**src/rtl/pipe_stall_ctrl_pkg.sv**
```systemverilog
// Shared constants for the pipeline stall controller and its MDU busy counter.
package pipe_stall_ctrl_pkg;

    // Tuse value meaning "this source register is not read"
    localparam logic [1:0] TUSE_NONE = 2'd3;

    // Architectural register zero: never a real dependency
    localparam logic [4:0] REG_ZERO = 5'd0;

    // Default MDU latencies, shared so the controller and MDU agree
    localparam int unsigned MULT_CYCLES_DEF = 5;
    localparam int unsigned DIV_CYCLES_DEF  = 10;
    localparam int unsigned CNT_W_DEF       = 4;

endpackage

```
**src/rtl/pipe_stall_ctrl_md_busy_cnt.sv**
```systemverilog
// Multiply/divide unit occupancy countdown; md_busy is high while the count is nonzero.
module md_busy_cnt
    import pipe_stall_ctrl_pkg::*;
#(
    parameter int unsigned MULT_CYCLES = MULT_CYCLES_DEF,
    parameter int unsigned DIV_CYCLES  = DIV_CYCLES_DEF,
    parameter int unsigned CNT_W       = CNT_W_DEF
) (
    input  logic clk,
    input  logic reset,
    input  logic md_start,
    input  logic md_is_div,
    output logic md_busy
);

    logic [CNT_W-1:0] md_cnt;

    // Load on a new MDU op (overrides any count in progress), otherwise count down to zero
    always_ff @(posedge clk or negedge reset) begin
        if (!reset) begin
            md_cnt <= '0;
        end else if (md_start) begin
            md_cnt <= md_is_div ? CNT_W'(DIV_CYCLES) : CNT_W'(MULT_CYCLES);
        end else if (md_cnt != '0) begin
            md_cnt <= md_cnt - CNT_W'(1);
        end
    end

    assign md_busy = (md_cnt != '0);

endmodule

```
**src/rtl/pipe_stall_ctrl.sv**
```systemverilog
// Hazard/stall controller for the 5-stage pipeline: Tuse/Tnew compare, MDU
// occupancy interlock, and a saturating stall-cycle counter.
module pipe_stall_ctrl
    import pipe_stall_ctrl_pkg::*;
#(
    parameter int unsigned MULT_CYCLES = MULT_CYCLES_DEF,
    parameter int unsigned DIV_CYCLES  = DIV_CYCLES_DEF,
    parameter int unsigned CNT_W       = CNT_W_DEF
) (
    input  logic        clk,
    input  logic        reset,
    input  logic [4:0]  d_rs_addr,
    input  logic [4:0]  d_rt_addr,
    input  logic [1:0]  d_tuse_rs,
    input  logic [1:0]  d_tuse_rt,
    input  logic        d_is_md,
    input  logic [4:0]  e_wa,
    input  logic [1:0]  e_tnew,
    input  logic [4:0]  m_wa,
    input  logic [1:0]  m_tnew,
    input  logic        md_start,
    input  logic        md_is_div,
    output logic        pc_write,
    output logic        fd_en,
    output logic        de_flush,
    output logic        stall,
    output logic        md_busy,
    output logic [31:0] stall_cnt
);

    logic        rs_hazard;
    logic        rt_hazard;
    logic        md_hazard;
    logic [31:0] stall_cnt_q;

    md_busy_cnt #(
        .MULT_CYCLES (MULT_CYCLES),
        .DIV_CYCLES  (DIV_CYCLES),
        .CNT_W       (CNT_W)
    ) u_md_busy_cnt (
        .clk       (clk),
        .reset     (reset),
        .md_start  (md_start),
        .md_is_div (md_is_div),
        .md_busy   (md_busy)
    );

    // A source stalls when a producer in E or M will not have its result ready by the time D needs it
    always_comb begin
        rs_hazard = (d_rs_addr != REG_ZERO) &&
                    (((d_rs_addr == e_wa) && (d_tuse_rs < e_tnew)) ||
                     ((d_rs_addr == m_wa) && (d_tuse_rs < m_tnew)));
        rt_hazard = (d_rt_addr != REG_ZERO) &&
                    (((d_rt_addr == e_wa) && (d_tuse_rt < e_tnew)) ||
                     ((d_rt_addr == m_wa) && (d_tuse_rt < m_tnew)));
        // md_start covers the issue cycle, before the countdown has been loaded
        md_hazard = d_is_md && (md_busy || md_start);
        stall     = rs_hazard || rt_hazard || md_hazard;
        pc_write  = ~stall;
        fd_en     = ~stall;
        de_flush  = stall;
    end

    // Count stalled cycles, saturating at all-ones
    always_ff @(posedge clk or negedge reset) begin
        if (!reset) begin
            stall_cnt_q <= '0;
        end else if (stall && (stall_cnt_q != '1)) begin
            stall_cnt_q <= stall_cnt_q + 32'd1;
        end
    end

    assign stall_cnt = stall_cnt_q;

endmodule

```
**config.mk**
```make
export PLATFORM = sky130hd
export DESIGN_NAME = pipe_stall_ctrl
export DESIGN_NICKNAME = d
export VERILOG_FILES = /design/src/rtl/pipe_stall_ctrl_pkg.sv /design/src/rtl/pipe_stall_ctrl_md_busy_cnt.sv /design/src/rtl/pipe_stall_ctrl.sv
export SDC_FILE = /design/constraint.sdc
export NUM_CORES = 1
export LEC_CHECK = 0
export CAP_MARGIN = 30
export CORE_UTILIZATION = 31
export CTS_CLUSTER_DIAMETER = 80
export CTS_CLUSTER_SIZE = 28
export DETAILED_ROUTE_END_ITERATION = 16
export SYNTH_ARGS = -nofsm -noshare
export SYNTH_HDL_FRONTEND = slang
export SYNTH_HIERARCHICAL = 1
export SYNTH_SLANG_ARGS = --single-unit
```
**constraint.sdc**
```tcl
create_clock -name clk -period 3.2 [get_ports clk]
set_clock_uncertainty 0.05 [all_clocks]
set_input_delay 0.8 -clock clk [delete_from_list [all_inputs] [get_ports clk]]
set_output_delay 0.8 -clock clk [all_outputs]
set_load 0.005 [all_outputs]
```
* Word level (Yosys, flattened, before mapping)
Index checks and enable logic that the tools add are counted.
** Storage, ports and cells
- Input bits :: 33
- Output and inout bits :: 37
- Logic and storage cells :: 34
- Register bits :: 36
** Cells by class
- $lt $le $gt $ge :: 4
- Bitwise logic cells :: 1
- Add/subtract/negate cells :: 2
- Reductions and logical operators :: 17
- Equality and inequality tests :: 5
- Multiplexer cells :: 3
** Operators by type and width (number)
- 32-bit by 1-bit adder with 32-bit output (second input constant) :: 1
- 32-bit inequality test (second input constant) :: 1
- 5-bit == test :: 4
- 4-bit two-way mux :: 3
- 5-bit nonzero test :: 2
- 1-bit logical AND :: 8
- 2-bit less-than comparator :: 4
- 1-bit logical OR :: 5
- 4-bit nonzero test :: 1
- 4-bit by 1-bit subtractor with 4-bit output (second input constant) :: 1
- 2-bit nonzero test :: 1
- 1-bit inverter :: 1

* Depth between registers and ports, before layout
- Depth after elaboration :: 7
- Gate-level depth with buffers :: 9
- Gate-level depth less buffers :: 8

* Hierarchy
The synthesis kept the hierarchy.
** By module, submodules not included
- pipe_stall_ctrl :: instances 1, area each 1959.4 µm², cells each 202, seq. area each 800.8 µm²
- md_busy_cnt :: instances 1, area each 236.5 µm², cells each 21, seq. area each 100.1 µm²

* Worst setup path after synthesis
OpenSTA, ideal clock, no wires.
- Path kind :: input port to output port
- Start point :: input d_rs_addr[1]
- End point :: output stall
- Data required time :: 2350 ps
- Arrival :: 2108 ps
- Slack :: 242 ps
- Buffers on the path :: 1
- Stages on the path :: 6
- Path through :: or4_1 -> nor2_1 -> a21oi_2 -> nor3_2 -> inv_1 -> buf_4
** Between the ends
- Word-level cells in the longest chain between the ends :: 6
** Ends and longest elaborated chain
- start, declared :: RTL line pipe_stall_ctrl.sv:12 : input logic [4:0] d_rs_addr,
- 5-bit == test, on equally long branches :: RTL line pipe_stall_ctrl.sv:51, pipe_stall_ctrl.sv:52
- 1-bit logical AND, on equally long branches :: RTL line pipe_stall_ctrl.sv:51, pipe_stall_ctrl.sv:52
- 1-bit logical OR :: RTL line pipe_stall_ctrl.sv:51 : (((d_rs_addr == e_wa) && (d_tuse_rs < e_tnew)) ||
- 1-bit logical AND * :: RTL line pipe_stall_ctrl.sv:50 : rs_hazard = (d_rs_addr != REG_ZERO) &&
- 1-bit logical OR * (2 in series) :: RTL line pipe_stall_ctrl.sv:58 : stall = rs_hazard || rt_hazard || md_hazard;
- end, declared :: RTL line pipe_stall_ctrl.sv:26 : output logic stall,
Every way passes the cells marked *; elsewhere a longest branch is shown, timed or not.

* Worst setup path in the final report
- Start point :: input e_wa[3]
- End point :: output pc_write
** Between the ends
- Word-level cells in the longest chain between the ends :: 7
** Ends and longest elaborated chain
- start, declared :: RTL line pipe_stall_ctrl.sv:17 : input logic [4:0] e_wa,
- 5-bit == test, on equally long branches :: RTL line pipe_stall_ctrl.sv:51, pipe_stall_ctrl.sv:54
- 1-bit logical AND, on equally long branches :: RTL line pipe_stall_ctrl.sv:51, pipe_stall_ctrl.sv:54
- 1-bit logical OR, on equally long branches :: RTL line pipe_stall_ctrl.sv:51, pipe_stall_ctrl.sv:54
- 1-bit logical AND, on equally long branches :: RTL line pipe_stall_ctrl.sv:50, pipe_stall_ctrl.sv:53
- 1-bit logical OR * (2 in series) :: RTL line pipe_stall_ctrl.sv:58
- 1-bit inverter * :: RTL line pipe_stall_ctrl.sv:59 : pc_write = ~stall;
- end, declared :: RTL line pipe_stall_ctrl.sv:23 : output logic pc_write,
Marks and branches as above.

==> out/metrics.sh <==
STATUS='finished, final reports clean'
CLOCK_INSERTION_DELAY_WORST_SKEW_PS=280
MAXIMUM_NUMBER_OF_PINS_ON_ONE_NET_BEFORE_GLOBAL_ROUTE_REPAIR=37
REPORT.FINAL.SLEW_VIOL_COUNT=0
FMAXACHIEVABLE_MHz=322
CLOCKBUFFERDEPTH=2
GRT_UTIL_MET2_PCT=25.8
LAYOUT_WORST_PATH_CYCLE_SHARE_PCT=97.1
WORST_EP_ARRIVAL_TIME_PS=2260
POSTSYNTHNETCOUNT=263
POWER.SHARE.COMBINATIONAL_PCT=30.2
GLOBALROUTE.TOTALOVERFLOW=0
CLOCK_SINK_COUNT=36
BOUNDARYPINS=70
HOLDPATHSTAGES=1
FIRST_GLOBAL_VIAS=1853
LAYOUT_CELLS_SIZED_ABOVE_1_PCT=24.3
FINAL_UTIL_PCT=49.5
SWITCHING_POWER_OF_THE_NETS_mW=0.381
HPWL_UM=4000
PLACE_INST=406
MAX_SLEW_MARGIN_PCT=68.5
ENDPOINT_WITH_THE_WORST_HOLD_SLACK='stall_cnt[8]$_DFFE_PN0P_'
TOTAL_POWER_mW=1.30
GRT_PASS1_WL_UM=8590
POST-ROUTE-MIN-PERIOD_PS=3110
POST_SYNTH_INST_COUNT=223
STDCELL_AREA_UM2=3380
GLOBALROUTE.BUSIESTLAYER='met2'
YOSYS_WARNINGS=6
INTERNAL-POWER_mW=0.923
DETAILED_PLACE.AREA_UM2=3140
GRT.MET1_USAGE_PCT=18.5
HOLD_CLASS='register to register'
IR_WORST_VDD_V=0.000164
YS_TYPES=36
POWER_LEAKAGE_nW=1.56
AREA_GROWTH_SYN_TO_LAYOUT_PCT=54.0
FINAL_COMMON_CELL='sky130_fd_sc_hd__clkdlybuf4s50_1'
SYNTH_AREA_PER_CELL_UM2=9.85
DRT-TOTAL-WL_UM=5310
GLOBALPLACE.CONGESTION=0.796
HOLD_VIOLATIONS=0
R2R_SETUP_SLACK_PS=810
R2R_START='u_md_busy_cnt/md_cnt[0]$_DFFE_PN0P_'
SWSHARE_PCT=29.2
DRT-VIAS-PER-INSTANCE=4.53
WORST_SLEW_PIN_SLEW_PS=471
TOTAL_INSERTED_ANTENNA_CELLS=0
DIE-AREA_UM2=7420
POWER.SHARE.CLOCK_PCT=25.2
R2R-END='stall_cnt[1]$_DFFE_PN0P_'
SETUP_VIOL=0
DESIGN.FINAL.NETS=364
WORST-SETUP-PATH-TYPE='input pin to output pin'
LAYOUTNONFILLERINSTCOUNT=421
GRT_ANTENNA_BEFORE_REPAIR=0
DETAILED_ROUTING_ITERATIONS_PASS_1=4
CTS_HOLD_REPAIR.BUFFERS=0
FINAL_ANTENNA_NET_COUNT=0
CTS_ROOT_BUF='sky130_fd_sc_hd__clkbuf_8'
WORSTREGTOREGCELLS=10
CTS_MADE_BUFFERS=5
DIE_W_UM=86.2
POWER.SEQUENTIAL.FRACTION_PCT=44.7
PLACE.PORT_BUFFERS=69
SYNTH-SEQ-CELLS=36
WIRE_LENGTH_PER_CELL_AFTER_DETAILED_ROUTING_UM=12.6
CRIT_FANOUT=2
DETAILED_ROUTE_DRC_ERROR_COUNT=0
CRIT_PATH_END_KIND='output pin'
GR_MET3_DEMAND_RESOURCE_PCT=4.14
LAYOUT.CELLS.MOST_COMMON_LIST='sky130_fd_sc_hd__clkdlybuf4s50_1, sky130_fd_sc_hd__xor2_1, sky130_fd_sc_hd__dfrtp_1'
WORST_EP_REQUIRED_TIME_PS=2350
SYNTH.CELL_AREA_UM2=2200
POWER.DENSITY_nW_PER_UM2=385
GLOBALROUTETOTALUTIL_PCT=14.8
FILLERS=646
SYNTH_SEQ_AREA_SHARE_PCT=41.0
NUMBER_OF_VIAS_IN_THE_ROUTED_LAYOUT=1906
DIE_HEIGHT_UM=86.2
CLOCK_TRANSITION_AT_PATH_REGS_PS=70
MAX_CAP_VIOLATIONS=0
STARTPOINT_TYPE='input pin'
HTREE_NUM_LEVELS=2
INITIAL_UTILIZATION_PCT=32.1
WORST_HOLD_LAUNCH='stall_cnt[8]$_DFFE_PN0P_'
CLOCK_TREE_FROM_TRITONCTS='done'
DETAIL_ROUTE.ITER0.VIOLATIONS=64
NUMBER_OF_PLACEMENT_ROWS=30
FLOORPLAN.CORE_AREA_UM2=6830
[synth_stat cells]
master                     count  area [µm²]
sky130_fd_sc_hd__o21ai_0       4        20.0
sky130_fd_sc_hd__nand2b_1      2        12.5
sky130_fd_sc_hd__ha_1          7        87.6
sky130_fd_sc_hd__or4_1         2        15.0
sky130_fd_sc_hd__nand4_1      10        62.6
sky130_fd_sc_hd__o31ai_4       1        21.3
sky130_fd_sc_hd__xnor2_1       9        78.8
sky130_fd_sc_hd__nand3_1      13        65.1
sky130_fd_sc_hd__inv_1        11        41.3
sky130_fd_sc_hd__nand2_1      13        48.8
sky130_fd_sc_hd__mux2_2        2        22.5
sky130_fd_sc_hd__and4_4        1        11.3
sky130_fd_sc_hd__nor3b_4       1        18.8
sky130_fd_sc_hd__nand3_4       1        17.5
sky130_fd_sc_hd__nor2_2        1        6.26
sky130_fd_sc_hd__nor4_1        9        56.3
sky130_fd_sc_hd__xor2_1       42         368
sky130_fd_sc_hd__dfrtp_1      36         901
sky130_fd_sc_hd__buf_8         2        30.0
sky130_fd_sc_hd__o21a_1        3        22.5
sky130_fd_sc_hd__o31ai_1       1        7.51
sky130_fd_sc_hd__mux2_1        2        22.5
sky130_fd_sc_hd__or2_2         1        6.26
sky130_fd_sc_hd__nor2b_1       1        6.26
sky130_fd_sc_hd__buf_4         3        22.5
sky130_fd_sc_hd__or3_4         1        11.3
sky130_fd_sc_hd__nor3_2        1        10.0
sky130_fd_sc_hd__buf_1         1        3.75
sky130_fd_sc_hd__nor2_1       22        82.6
sky130_fd_sc_hd__nor3_1       12        60.1
sky130_fd_sc_hd__and3_1        3        18.8
sky130_fd_sc_hd__mux2i_1       1        10.0
sky130_fd_sc_hd__o21ai_1       1        5.00
sky130_fd_sc_hd__a21oi_1       1        5.00
sky130_fd_sc_hd__a21oi_2       1        8.76
sky130_fd_sc_hd__and4_1        1        8.76
[stage by stage]
stage               setup WS [ps]  TNS [ps]  hold WS, ps
floorplan                     242         0          427
global placement             -554     -2200          429
detailed placement           -549     -2150          444
CTS                         -15.6     -15.6          455
global route                -4.71     -4.71          466
finish                       91.5         0          444
[critical path: stages]
cell and delay [ps]:
sky130_fd_sc_hd__clkdlybuf4s15_1 240, sky130_fd_sc_hd__xor2_2 180, sky130_fd_sc_hd__nor4_4 260, sky130_fd_sc_hd__nand4_1 140, sky130_fd_sc_hd__a21oi_2 230, sky130_fd_sc_hd__nor3_4 70
sky130_fd_sc_hd__buf_4 140, sky130_fd_sc_hd__clkdlybuf4s15_2 190
[sequential cells by signal, summed over array words and instances, names as in the netlist]
register / flops
stall_cnt: 32
u_md_busy_cnt/md_cnt: 4
[how the worst max path moves through the flow]
stage / cells past startpoint / startpoint / slack (ps) / end
5_1_grt: 8 / m_wa[0] / -5 / pc_write
3_5_place_dp: 6 / d_rs_addr[1] / -550 / fd_en
3_3_place_gp: 6 / d_rs_addr[1] / -550 / fd_en
4_1_cts: 7 / d_rs_addr[4] / -20 / fd_en
6_report: 8 / e_wa[3] / 90 / pc_write
2_1_floorplan: 6 / d_rs_addr[1] / 240 / stall
[power groups by stage]
| stage | Sequential (mW) | Combinational (mW) | Clock (mW) |
|---|---|---|---|
| floorplan | 0.584 | 0.161 | 0 |
| global placement | 0.588 | 0.369 | 0 |
| detailed placement | 0.591 | 0.379 | 0 |
| CTS | 0.582 | 0.387 | 0.339 |
| global route | 0.594 | 0.436 | 0.363 |
| finish | 0.582 | 0.394 | 0.328 |
[layout make-up]
type | instances | area (µm²) | share of cell area (%)
clock buffers | 8 | 90.1 | 2.66
well taps | 96 | 120 | 3.55
flip-flops and latches | 36 | 901 | 26.6
repair buffers | 100 | 892 | 26.4
multi-input cells | 170 | 1340 | 39.5
inverters | 11 | 41.3 | 1.22
[metal layers]
layer	routed length (µm)	part of all wire, %
met1	2370	45
met2	2650	50
met3	262	4.9
met4	29	0.55
met5	0	0
[logic make-up (layout without fill, tap and decap cells)]
group | Yosys count | in the layout | share of synthesized area (%)
AOI/OAI and AO/OA | 12 | 12 | 4.10
xor gates and xnor gates | 51 | 51 | 20.3
adders and majority gates | 7 | 7 | 3.99
buffers and inverters | 17 | 119 | 4.44
DFF | 36 | 36 | 41.0
muxes | 5 | 5 | 2.51
and+or+nand+nor | 95 | 95 | 23.6
[repair_timing]
| action | CTS | global route |
|---|---|---|
| endpoints found under the setup margin | 4 | 4 |
| pin swaps | 11 | 16 |
| setup buffers | 7 | 0 |
| gates resized for setup | 55 | 38 |
Power figures use the tool's default switching activity.
==> edit (same flow settings) <==
The package constant `REG_ZERO` goes from 5'd0 to 5'd1.
--- a/src/rtl/pipe_stall_ctrl_pkg.sv
+++ b/src/rtl/pipe_stall_ctrl_pkg.sv
@@ -7,3 +7,3 @@
     // Architectural register zero: never a real dependency
-    localparam logic [4:0] REG_ZERO = 5'd0;
+    localparam logic [4:0] REG_ZERO = 5'd1;
 
Function: changed (a bounded check fails within 4 cycles, from zero or initial values and one cycle with reset low).
==> edit against the original RTL <==
- via count increased by 3.5%
- sequential cell count unchanged
- power increased by 7.5%
- area after synthesis increased by 4.8%
- worst setup slack got worse by 0.0030 ns
- final area increased by 1.0%
- wire length increased by 6.5%
- clock power about the same
- cell count decreased by 2.6%
- critical path depth increased by 1
==> edit: results (changes against the original RTL) <==
Run status
  – Status: complete, no violations (unchanged)

Route
  – Initial DRC count: 60 (was 64)
  – Wirelength per Cell: 13.8 um (was 12.6 um)
  – Vias: 1973 (was 1906)
  – Via/cell ratio: 4.81 (was 4.53)

Finish
  – Net count, final: 350 (was 364)
  – Fill cells: 707 (was 646)

Yosys
  – Post-synth cell types: 43 (was 36)
  – Syn Inst Count: 224 (was 223)
  – Mapped Nets: 264 (was 263)
  – Top cells by area, synth: dfrtp_1 39%, xor2_1 14%, xnor2_1 4.6% (was dfrtp_1 41%, xor2_1 17%, ha_1 4.0%)
  – Top cells by count, synth: 38 x xor2_1, 36 x dfrtp_1, 14 x nand4_1 (was 42 x xor2_1, 36 x dfrtp_1, 22 x nor2_1)
  – Post-synthesis sequential area ratio: 39.1% (was 41.0%)

GRT
  – Vias in the first global route: 1878 (was 1853)
  – First-pass GRT wire length: 8930 um (was 8590 um)
  – Total GRT Usage: 15.1% (was 14.8%)

Setup path
  – Worst-path fanout max: 3 (was 2)
  – Worst reg2reg path depth: 11 (was 10)

Place
  – PortBufs: 69 (unchanged)
  – Placed cells: 399 (was 406)
  – Final Wtd Congestion: 0.949 (was 0.796)
  – Placement Setup Slack: -0.609 ns (was -0.549 ns)
  – Detailed placer's ending HPWL: 4040 um (was 4000 um)

Pwr
  – Peak VDD IR: 149 uV (was 164 uV)
  – Leak: 1.50 nW (was 1.56 nW)

STA
  – Post-layout minimum cycle time: 3.11 ns (about the same)
  – Least-Margin Pin Slew: 0.545 ns (was 0.471 ns)
==> edit: kinds of logic (layout without fill, tap and decap cells) <==
group                    Yosys count  after routing  share of synthesized area (%)
AND/OR/NAND/NOR                   94             94                           26.8
XOR/XNOR                          50             50                           19.0
flip-flops                        36             36                           39.1
buffers and inverters             18            105                           4.02
AO/OA/AOI/OAI                     14             14                           4.67
adder cells (fa/ha/maj)            7              7                           3.80
multiplexers                       5              5                           2.55
==> edit: worst paths after layout <==
check / startpoint / end / slack [ns]
worst min-delay path: stall_cnt[26] / stall_cnt[26] / 0.44
min in group asynchronous: reset / stall_cnt[28] / 0.89
worst min register to register: stall_cnt[26] / stall_cnt[26] / 0.44
worst max-delay path: d_rs_addr[1] / stall / 0.09
max in group asynchronous: reset / stall_cnt[17] / 1.90
worst max register to register: u_md_busy_cnt/md_cnt[0] / stall_cnt[17] / 0.65
==> edit: layout make-up <==
cell class              instances  area share, %
clock buffers                   6           2.42
clock inverters                 2          0.293
inverters                       7          0.842
multi-input cells             170           42.9
flip-flops and latches         36           26.4
well taps                      99           3.63
repair buffers                 90           23.5
==> edit: timing repair <==
action                                  4_1_cts  5_1_grt
buffers inserted                              3        2
endpoints found under the setup margin        4        4
pin swaps                                    12       12
resized for setup                            64       27
==> edit: through the flow <==
step	utilization [%]	setup TNS (ns)	area, sq um	hold slack (ns)
after detailed placement	44.2	-3.64	3190	0.434
final	47.3	0	3420	0.441
after global routing	47.3	0	3420	0.472
after floorplan	-	0	2300	0.427
after CTS	46.9	0	3380	0.446
after global placement	44.2	-3.09	3190	0.426
==> edit: worst max-delay path, stage by stage <==
cell and delay [ns]:
dlygate4sd2_1 0.28, xor2_1 0.17, nor4_1 0.29, nand4_1 0.15, a21oi_2 0.24, nor3_4 0.07, buf_6 0.13, inv_4 0.05
buf_6 0.08
==> edit: power breakdown <==
part | internal, mW | switching (mW) | total (mW)
logic | 0.277 | 0.174 | 0.451
clock network | 0.172 | 0.155 | 0.327
registers | 0.531 | 0.0921 | 0.623
total | 0.980 | 0.422 | 1.40
==> edit: layer usage <==
metal / track usage (%) / vias up / wire length [um]
met5: 0 / - / 0
met4: 5.43 / 0 / 136
met3: 3.96 / 12 / 361
met2: 23.8 / 71 / 2610
met1: 19.9 / 934 / 2550
li1: - / 956 / -
